==> src/rtl/rx_bit_recovery.sv <==
// rx_bit_recovery: USB full-speed receive bit recovery behind the D+ edge detector.
// Tracks bit phase at CLKS_PER_BIT clocks per bit, resyncing on every line edge,
// samples at SAMPLE_POINT, NRZI-decodes, strips stuffed bits and strobes the shifter.
// Build option RX_STUFF_CHECK_EN: a 1 found in a stuffed-bit slot pulses stuff_err
// and discards the partial byte. Left undefined, the stuffed slot is dropped silently
// and stuff_err is tied low.
module rx_bit_recovery #(
    parameter int CLKS_PER_BIT = 8,
    parameter int SAMPLE_POINT = 3,
    parameter int STUFF_LIMIT  = 6
) (
    input  logic clk,
    input  logic rst,
    input  logic d_plus_sync,
    input  logic d_edge,
    input  logic rcving,
    output logic d_orig,
    output logic shift_enable,
    output logic byte_received,
    output logic stuff_err
);

    localparam int PW = (CLKS_PER_BIT > 1) ? $clog2(CLKS_PER_BIT) : 1;
    localparam int OW = $clog2(STUFF_LIMIT + 1);
    localparam logic [PW-1:0] PH_SAMPLE = PW'(SAMPLE_POINT);
    localparam logic [PW-1:0] PH_LAST   = PW'(CLKS_PER_BIT - 1);
    localparam logic [OW-1:0] ONES_MAX  = OW'(STUFF_LIMIT);

    logic [PW-1:0] phase_q, phase_d;
    logic [2:0]    bit_cnt_q, bit_cnt_d;
    logic [OW-1:0] ones_cnt_q, ones_cnt_d;
    logic          prev_line_q, prev_line_d;
    logic          d_orig_q, d_orig_d;
    logic          shift_enable_q, shift_enable_d;
    logic          byte_received_q, byte_received_d;
`ifdef RX_STUFF_CHECK_EN
    logic          stuff_err_q, stuff_err_d;
`endif

    logic sample_ev;
    logic dec;

    // The sample decision uses the current phase, so an edge landing on the sample
    // point still samples this cycle while also reloading the phase.
    assign sample_ev = rcving && (phase_q == PH_SAMPLE);
    assign dec       = (d_plus_sync == prev_line_q);

    // Next-state: phase tracking, NRZI decode, unstuffing and strobe generation.
    always_comb begin
        phase_d         = phase_q;
        bit_cnt_d       = bit_cnt_q;
        ones_cnt_d      = ones_cnt_q;
        prev_line_d     = prev_line_q;
        d_orig_d        = d_orig_q;
        shift_enable_d  = 1'b0;
        byte_received_d = 1'b0;
`ifdef RX_STUFF_CHECK_EN
        stuff_err_d     = 1'b0;
`endif
        if (!rcving) begin
            phase_d     = '0;
            bit_cnt_d   = '0;
            ones_cnt_d  = '0;
            prev_line_d = 1'b1;
            d_orig_d    = 1'b1;
        end else begin
            // bit_cnt has already wrapped to 0 when the 8th strobe is out.
            byte_received_d = shift_enable_q && (bit_cnt_q == 3'd0);

            // The edge cycle counts as phase 0, so the next cycle is phase 1.
            if (d_edge) begin
                phase_d = PW'(1);
            end else if (phase_q == PH_LAST) begin
                phase_d = '0;
            end else begin
                phase_d = phase_q + PW'(1);
            end

            if (sample_ev) begin
                prev_line_d = d_plus_sync;
                if (ones_cnt_q < ONES_MAX) begin
                    shift_enable_d = 1'b1;
                    d_orig_d       = dec;
                    ones_cnt_d     = dec ? (ones_cnt_q + OW'(1)) : '0;
                    bit_cnt_d      = bit_cnt_q + 3'd1;
                end else begin
                    ones_cnt_d = '0;
`ifdef RX_STUFF_CHECK_EN
                    if (dec) begin
                        stuff_err_d = 1'b1;
                        bit_cnt_d   = '0;
                    end
`endif
                end
            end
        end
    end

    // State registers with synchronous reset back to idle-J.
    always_ff @(posedge clk) begin
        if (rst) begin
            phase_q         <= '0;
            bit_cnt_q       <= '0;
            ones_cnt_q      <= '0;
            prev_line_q     <= 1'b1;
            d_orig_q        <= 1'b1;
            shift_enable_q  <= 1'b0;
            byte_received_q <= 1'b0;
`ifdef RX_STUFF_CHECK_EN
            stuff_err_q     <= 1'b0;
`endif
        end else begin
            phase_q         <= phase_d;
            bit_cnt_q       <= bit_cnt_d;
            ones_cnt_q      <= ones_cnt_d;
            prev_line_q     <= prev_line_d;
            d_orig_q        <= d_orig_d;
            shift_enable_q  <= shift_enable_d;
            byte_received_q <= byte_received_d;
`ifdef RX_STUFF_CHECK_EN
            stuff_err_q     <= stuff_err_d;
`endif
        end
    end

    assign d_orig        = d_orig_q;
    assign shift_enable  = shift_enable_q;
    assign byte_received = byte_received_q;
`ifdef RX_STUFF_CHECK_EN
    assign stuff_err     = stuff_err_q;
`else
    assign stuff_err     = 1'b0;
`endif

endmodule
==> config.mk <==
export PLATFORM = sky130hd
export DESIGN_NAME = rx_bit_recovery
export DESIGN_NICKNAME = d
export VERILOG_FILES = /design/src/rtl/rx_bit_recovery.sv
export SDC_FILE = /design/constraint.sdc
export NUM_CORES = 1
export LEC_CHECK = 0
export CORE_AREA = 2 2 39 41
export DETAILED_ROUTE_END_ITERATION = 6
export DIE_AREA = 0 0 41 43
export GPL_TIMING_DRIVEN = 0
export PLACE_DENSITY = 0.68
export SLEW_MARGIN = 15
export SYNTH_ARGS = -nofsm -noshare
export SYNTH_HDL_FRONTEND = slang
export SYNTH_SLANG_ARGS = --single-unit
==> constraint.sdc <==
create_clock -name clk -period 1.7 [get_ports clk]
set_input_delay 0.34 -clock clk [delete_from_list [all_inputs] [get_ports clk]]
set_output_delay 0.34 -clock clk [all_outputs]
set_load 0.01 [all_outputs]
==> results of run 1 <==
-- logic make-up (layout without fill, tap and decap cells) --
logic type	count (synthesis)	count (layout)	share of synthesized area [%]
flops	13	13	43.88
other cells	1	1	0.6323
xor+xnor	1	1	1.477
compound gates	12	12	11.60
fa+ha+maj	6	6	12.66
simple gates	26	26	24.69
buf+inv	7	18	5.063
-- placed cells by master, fill, tap and decap left out, types with 2 or more instances in the layout --
cell type	count
ha_1	5
clkbuf_4	3
nand2b_1	2
nand4b_1	2
dfxtp_1	13
a21oi_1	5
inv_1	4
clkbuf_1	3
nand3_1	2
a31oi_1	2
nand2_1	6
nor3_1	2
clkdlybuf4s50_1	7
nor2_1	3
o21ai_0	3
-- through the flow --
| step | total power, mW | std cells |
|---|---|---|
| 6_report | 0.5267 | 93 |
| 5_1_grt | 0.5502 | 93 |
| 4_1_cts | 0.5339 | 93 |
| 3_5_place_dp | 0.3422 | 89 |
| 3_3_place_gp | 0.3420 | 89 |
| 2_1_floorplan | 0.3277 | 66 |
-- power by group through the flow --
stage | clock (mW) | combinational (mW) | sequential [mW]
floorplan | 0 | 0.0135 | 0.314
global placement | 0 | 0.0276 | 0.314
detailed placement | 0 | 0.0277 | 0.314
CTS | 0.199 | 0.0278 | 0.307
global route | 0.211 | 0.0316 | 0.307
finish | 0.192 | 0.0277 | 0.307
-- flip-flops by register name, summed over array words and instances, names as in the netlist --
signal and count:
shift_enable 1, d_orig 1, byte_received 1, phase_q 3
ones_cnt_q 3, prev_line_q 1, bit_cnt_q 3
-- metal layers --
layer | up-vias | part of all wire, %
li1 | 251 | -
met1 | 219 | 47
met2 | 7 | 48
met3 | 2 | 2.9
met4 | 0 | 1.2
met5 | - | 0
-- final timing paths --
kind,start,to,cells after the start
max,phase_q[0],bit_cnt_q[2],5
min,bit_cnt_q[2],byte_received,1
max reg2reg,phase_q[0],bit_cnt_q[2],5
min reg2reg,bit_cnt_q[2],byte_received,1
-- timing repair --
action | 4_1_cts | 5_1_grt
setup endpoints to repair | 0 | 1
hold endpoints to repair | 0 | 0
gates resized for setup | 0 | 1
buffers inserted | 0 | 0
-- critical path: stages (launching register included) --
cell	delay, ns
dfxtp_1	0.34
ha_1	0.18
ha_2	0.22
nand2_2	0.12
or4_1	0.48
a21oi_1	0.14
-- area by class of cell --
cell class	instances	area [um2]
buffer	3	15.01
clock buffer	4	26.28
fill	146	671.9
inverter	4	15.01
multi-input combinational	46	305.3
sequential	13	260.3
tap	16	20.02
timing repair buffer	7	70.07
==> impl_metrics.csv, run 1 <==
group,metric,value,unit
route,drc,0,
die,io_pins,9,
yosys,syn_inst,66,
global_routing,grt_antenna_before_repair,0,
clock_tree,cts_buffers,3,
yosys,yosysWarningCount,0,
cells_and_area,final_nets,89,
place,dpl-instance-area,683.2,um2
setup_path,critical_path_arrival,1.76,ns
yosys,synth_cell_types,27,
global_routing,grtUsageMet3,3.141,%
sta,fin_crit_sh,91.65,%
die,start_util,42.86,%
setup_path,path_max_fanout,8,
sta,setup_tns,0,ns
cells_and_area,diodes,0,
global_routing,use_met2,23.44,%
yosys,synth_top_cell_by_area,"dfxtp_1",
global_routing,grt_util_met1,19.08,%
power_and_ir_drop,switchingPower,115.2,uW
power_and_ir_drop,power_leakage,0.2536,nW
setup_path,r2r_slack,0.14,ns
cells_and_area,utilization,51.45,%
yosys,syn_area_per_cell,8.986,um2
die,die_area,1763,um2
yosys,synthFlopType,"dfxtp_1",
global_routing,grt-ovfl-total,0,
yosys,synthTopCellsByArea,"dfxtp_1 (44%), ha_1 (13%), a21oi_1 (4.2%), nand2_1 (3.8%), nand4b_1 (3.0%)",
route,drtPass1Iterations,3,
cells_and_area,syn_to_final_growth,20.04,%
clock_tree,cts_max_level,1,
route,finalWirelength,1021,um
sta,final-max-slew-violation-count,0,
power_and_ir_drop,switching_share,21.86,%
place,port-buffer-count,7,
clock_tree,cts_buffer_depth,2,
global_routing,grt_max_degree,11,
place,preCtsSetupSlack,0.01240,ns
route,ant_nets,0,
clock_tree,ctsRootBufferMaster,"clkbuf_4",
die,core,1384,um2
power_and_ir_drop,comb_power_share,5.3,%
sta,layout_setup_ws,0.1420,ns
sta,min_period,1.558,ns
die,die_h,43,um
clock_tree,clkSlewWorstSetupHoldPaths,0.08,ns
power_and_ir_drop,p_int,411.5,uW
global_routing,top_usage_layer,"met2",
power_and_ir_drop,power_frac_seq,58.3,%
run_status,status,"complete, no violations",
clock_tree,postCtsHoldBufs,0,
yosys,yosys.area.top_type_share,43.88,%
global_routing,grt_pass1_vias,453,
yosys,synthArstFlopShare,0,%
yosys,ys_top_cells_by_count,"dfxtp_1 (13), ha_1 (6), nand2_1 (6), a21oi_1 (5), inv_1 (4)",
sta,hold_viol,0,
place,gp_congestion,0.6424,
setup_path,crit_type,"flip-flop to flip-flop",
setup_path,cp-end-kind,"flip-flop",
sta,rsz0062_at_grt,"false",
route,dr_total_vias,479,
worst_hold_path,hp-class,"flip-flop to flip-flop",
power_and_ir_drop,p_clk_share,36.4,%
yosys,ys_seq_area_share,43.88,%
global_routing,grt_usage,15.37,%
yosys,synth_fp_nets,77,
route,via_per_inst,5.151,
route,drtIter0Drc,6,
clock_tree,cts_tree,"built",
sta,clock.fmax,641.8,MHz
yosys,synth_edf_count,0,
cells_and_area,drive_above_1_share,7.792,%
clock_tree,cts.sinks,13,
place,hpwl,730.1,um
job,maxCapViolCount,0,
die,die_w,41,um
cells_and_area,final_area,711.9,um2
die,std_cell_rows,14,
setup_path,cp-start-kind,"flip-flop",
sta,hold-worst-slack,0.4391,ns
yosys,syn_area,593.1,um2
yosys,yosysMostFrequentCell,"dfxtp_1",
clock_tree,insertion_delay,0.27,ns
yosys,ys_seq_elements,13,
power_and_ir_drop,vdd_drop_max,0.4086,mV
power_and_ir_drop,power_density,739.8,nW/um2
setup_path,critPathRequiredTime,1.91,ns
sta,setup_violations,0,
route,routedWlPerCell,10.98,um
sta,clock_skew,0.001205,ns
global_routing,grt_pass1_wl,1842,um
No activity file was read; power rests on OpenSTA's default activity.
==> inputs of run 2 (changes only) <==
--- a/config.mk
+++ b/config.mk
@@ -11,4 +11,5 @@
 export GPL_TIMING_DRIVEN = 0
 export PLACE_DENSITY = 0.68
+export SKIP_LAST_GASP = 1
 export SLEW_MARGIN = 15
 export SYNTH_ARGS = -nofsm -noshare
==> constraint.sdc (replaced) <==
create_clock -name clk -period 1.7 [get_ports clk]
set_input_delay 0.17 -clock clk [delete_from_list [all_inputs] [get_ports clk]]
set_output_delay 0.17 -clock clk [all_outputs]
set_load 0.01 [all_outputs]
==> results of run 2 <==
Final layout, timing and power as in run 1 (identical DEF).
Main changes from that run: setup slack after placement 0.01240 ns -> 0.1063 ns
==> inputs of run 3 (changes only) <==
Settings changed: ABC_CLOCK_PERIOD_IN_PS set to 1700.
==> results of run 3 <==
Final layout, timing and power as in run 1 (identical DEF).
Main changes from that run: setup slack after placement 0.01240 ns -> 0.1063 ns
